==> config.mk <==
export PLATFORM = sky130hd
export DESIGN_NAME = or_16
export DESIGN_NICKNAME = d
export VERILOG_FILES = /design/src/rtl/or_16.sv
export SDC_FILE = /design/constraint.sdc
export NUM_CORES = 1
export LEC_CHECK = 0
export CAP_MARGIN = 20
export CORE_ASPECT_RATIO = 1.25
export CORE_UTILIZATION = 32
export DETAILED_ROUTE_END_ITERATION = 12
export PLACE_DENSITY = 0.93
export SYNTH_ARGS = -nofsm -noshare
export SYNTH_HDL_FRONTEND = slang
export SYNTH_SLANG_ARGS = --single-unit
==> constraint.sdc <==
create_clock -name clk -period 2.85 [get_ports clk]
set_input_delay 0.4275 -clock clk [delete_from_list [all_inputs] [get_ports clk]]
set_output_delay 0.4275 -clock clk [all_outputs]
set_load 0.01 [all_outputs]
==> src/rtl/or_16.sv <==
// or_16: bitwise OR of two operands, with combinational result/reductions and a registered, valid-tagged copy
module or_16 #(
  parameter int WIDTH = 16
) (
  input  logic             clk,
  input  logic             reset,
  input  logic [WIDTH-1:0] a,
  input  logic [WIDTH-1:0] b,
  input  logic             in_valid,
  output logic [WIDTH-1:0] out,
  output logic [WIDTH-1:0] out_q,
  output logic             out_valid,
  output logic             out_any,
  output logic             out_all
);
  logic [WIDTH-1:0] data_d, data_q;
  logic             valid_d, valid_q;
  assign out     = a | b;
  assign out_any = |out;
  assign out_all = &out;
  always_comb begin
    data_d  = in_valid ? out : data_q;
    valid_d = in_valid;
  end
  always_ff @(posedge clk) begin
    if (reset) begin
      data_q  <= '0;
      valid_q <= 1'b0;
    end else begin
      data_q  <= data_d;
      valid_q <= valid_d;
    end
  end
  assign out_q     = data_q;
  assign out_valid = valid_q;
endmodule

==> flow_metrics.env <==
export IMPL_clockBufferDepth=2
export IMPL_worst_setup_path_type="input port to primary output"
export IMPL_ys_seq_area_share_pct=44.9
export IMPL_numCtsBuffers=3
export IMPL_die_h_um=56.4
export IMPL_yosysTopAreaCell="dfxtp_1"
export IMPL_max_freq_mhz=386
export IMPL_initial_core_util_pct=34.3
export IMPL_wl_per_cell_um=11.9
export IMPL_clk_latency_ps=280
export IMPL_fin_nets=202
export IMPL_numPortBuffers=69
export IMPL_dr_total_vias=925
export IMPL_slew_violations=0
export IMPL_htreeDepth=1
export IMPL_hold_buffers=0
export IMPL_area_growth_pct=97.4
export IMPL_synth_warnings=0
export IMPL_fp_row_count=19
export IMPL_cts_tree="yes"
export IMPL_drive_gt1_share_pct=7.23
export IMPL_post_cts_buffers=0
export IMPL_track_usage_pct=19.1
export IMPL_core_area_sq_um=2210
export IMPL_setup_viol=0
export IMPL_hpwl_um=1920
export IMPL_grt_pass1_vias=853
export IMPL_drt_total_wl_um=2350
export IMPL_cap_violations=0
export IMPL_synthCells=98
export IMPL_yosysTopAreaCellShare_pct=44.9
export IMPL_fill_cells=185
export IMPL_cellPowerDensity_nw_per_um2=375
export IMPL_grt_overflow_total=0
export IMPL_finalWorstPathRequiredPeriod_ps=2590
export IMPL_gp_congestion=0.684
export IMPL_worstPathRequired_ps=2420
export IMPL_clk_pin_slew_ps=90
export IMPL_arrival_ps=2160
export IMPL_post_route_period_util_pct=90.8
export IMPL_rsz0062_at_grt="false"
export IMPL_setup_tns_ps=0
export IMPL_synth_ff_latch_count=17
export IMPL_power_static_leakage_uw=0.000567
export IMPL_synthesis_area_sq_um=758
export IMPL_route_detailed_drc=0
export IMPL_r2r_start="out_q[3]$_SDFFE_PP0P_"
export IMPL_grt_pass1_wl_um=3680
export IMPL_syn_area_per_cell_sq_um=7.74
export IMPL_cts_root_buffer="clkbuf_4"
export IMPL_antenna_found_initial=0
export IMPL_crit_path_end_kind="primary output"
export IMPL_ant_nets=0
export IMPL_vdd_drop_max_uv=230
export IMPL_layoutNonFillerInstCount=197
export IMPL_max_slew_margin_pct=58.6
export IMPL_drt_iter0_drc=27
export IMPL_num_io_pins=70
export IMPL_grt_max_degree=34
export IMPL_antenna_cells=0
export IMPL_cts_sinks=17
export IMPL_timing_critical_path_from="b[5]"
export IMPL_ys_types=12
export IMPL_avgViaCountPerCell=4.70
export IMPL_die_area_sq_um=2570
export IMPL_place_inst=193
export IMPL_skew_ps=0
export IMPL_path_max_fanout=4
export IMPL_cts_resized=0
export IMPL_hold_path_class="flip-flop to flip-flop"
export IMPL_hold_viol_final=0
export IMPL_status="completed"
export IMPL_hp_start="out_q[7]$_SDFFE_PP0P_"
export IMPL_tightest_slew_ps=619
export IMPL_first_pass_iters=5
export IMPL_synth_area_leaders="dfxtp_1 45%, a211oi_1 16%, nor2_1 12%"
export IMPL_die_w_um=45.5
export IMPL_worstSetupStartpointType="input port"
export IMPL_synth_fp_nets=133
Yosys cell counts:
cell type / instances
nor2b_1: 1
nor2_1: 24
dfxtp_1: 17
nor2_2: 8
clkbuf_1: 4
or4_1: 1
and4_1: 1
nand4_1: 4
nor4_1: 4
a211oi_1: 16
inv_1: 16
buf_2: 2
sequential cells by signal, summed over array words and instances, names as in the netlist:
name,cells
out_q,16
out_valid,1
cells in the final DEF (no fill, tap or decap):
cell type / Yosys / final
a211oi_1: 16 / 16
and4_1: 1 / 1
buf_4: 0 / 1
clkbuf_1: 4 / 1
clkbuf_4: 0 / 3
clkdlybuf4s50_1: 0 / 69
dfxtp_1: 17 / 17
inv_1: 16 / 16
nand4_1: 4 / 4
nor2_1: 24 / 24
nor2_2: 8 / 8
nor2b_1: 1 / 1
nor4_1: 4 / 4
or4_1: 1 / 1
where the power goes:
| group | internal, uW | total (uW) | switching (uW) | leakage [uW] |
|---|---|---|---|---|
| combinational | 107 | 177 | 69.5 | 0.000410 |
| clock | 54.3 | 120 | 66.1 | 0.0000150 |
| sequential | 256 | 264 | 8.93 | 0.000142 |
layout make-up:
class / count / area (sq um) / area share [%]
timing repair buffer: 70 / 698 / 46.7
clock buffer: 4 / 26.3 / 1.76
multi-input combinational: 59 / 333 / 22.2
sequential: 17 / 340 / 22.7
tap: 31 / 38.8 / 2.59
inverter: 16 / 60.1 / 4.01
worst max-delay path, stage by stage:
cell,delay [ps]
clkdlybuf4s50_1,410
nor2_2,180
nand4_1,130
or4_1,520
clkdlybuf4s50_1,490
worst paths after layout:
kind                           end  slack, ps  depth (start not counted)
min reg2reg  out_q[7]$_SDFFE_PP0P_        490                          2
max reg2reg  out_q[3]$_SDFFE_PP0P_       2100                          2
max                        out_any        260                          5
min          out_q[7]$_SDFFE_PP0P_        490                          2
cells by family (layout without fill, tap and decap cells):
kind of cell,after synthesis,after routing,synth area share (%)
and+or+nand+nor,43,43,28.1
buffers and inverters,22,90,11.2
DFF,17,17,44.9
AOI/OAI and AO/OA,16,16,15.8
metrics by stage:
stage	hold slack [ps]	setup slack [ps]	cell area [sq um]	power (uW)	utilization, %
floorplan	505	1190	758	330	-
global placement	474	252	1470	442	66.5
detailed placement	478	255	1470	447	66.5
CTS	491	257	1500	567	67.7
global route	523	172	1500	595	67.7
finish	487	262	1500	562	67.7
per-layer routing:
layer	GRT usage [%]	wire (um)	vias up
met3	5.79	280	4
met5	0	0	-
li1	-	-	462
met1	21.6	901	401
met2	32.7	1140	58
met4	6.49	27	0
Power figures use the tool's default switching activity.
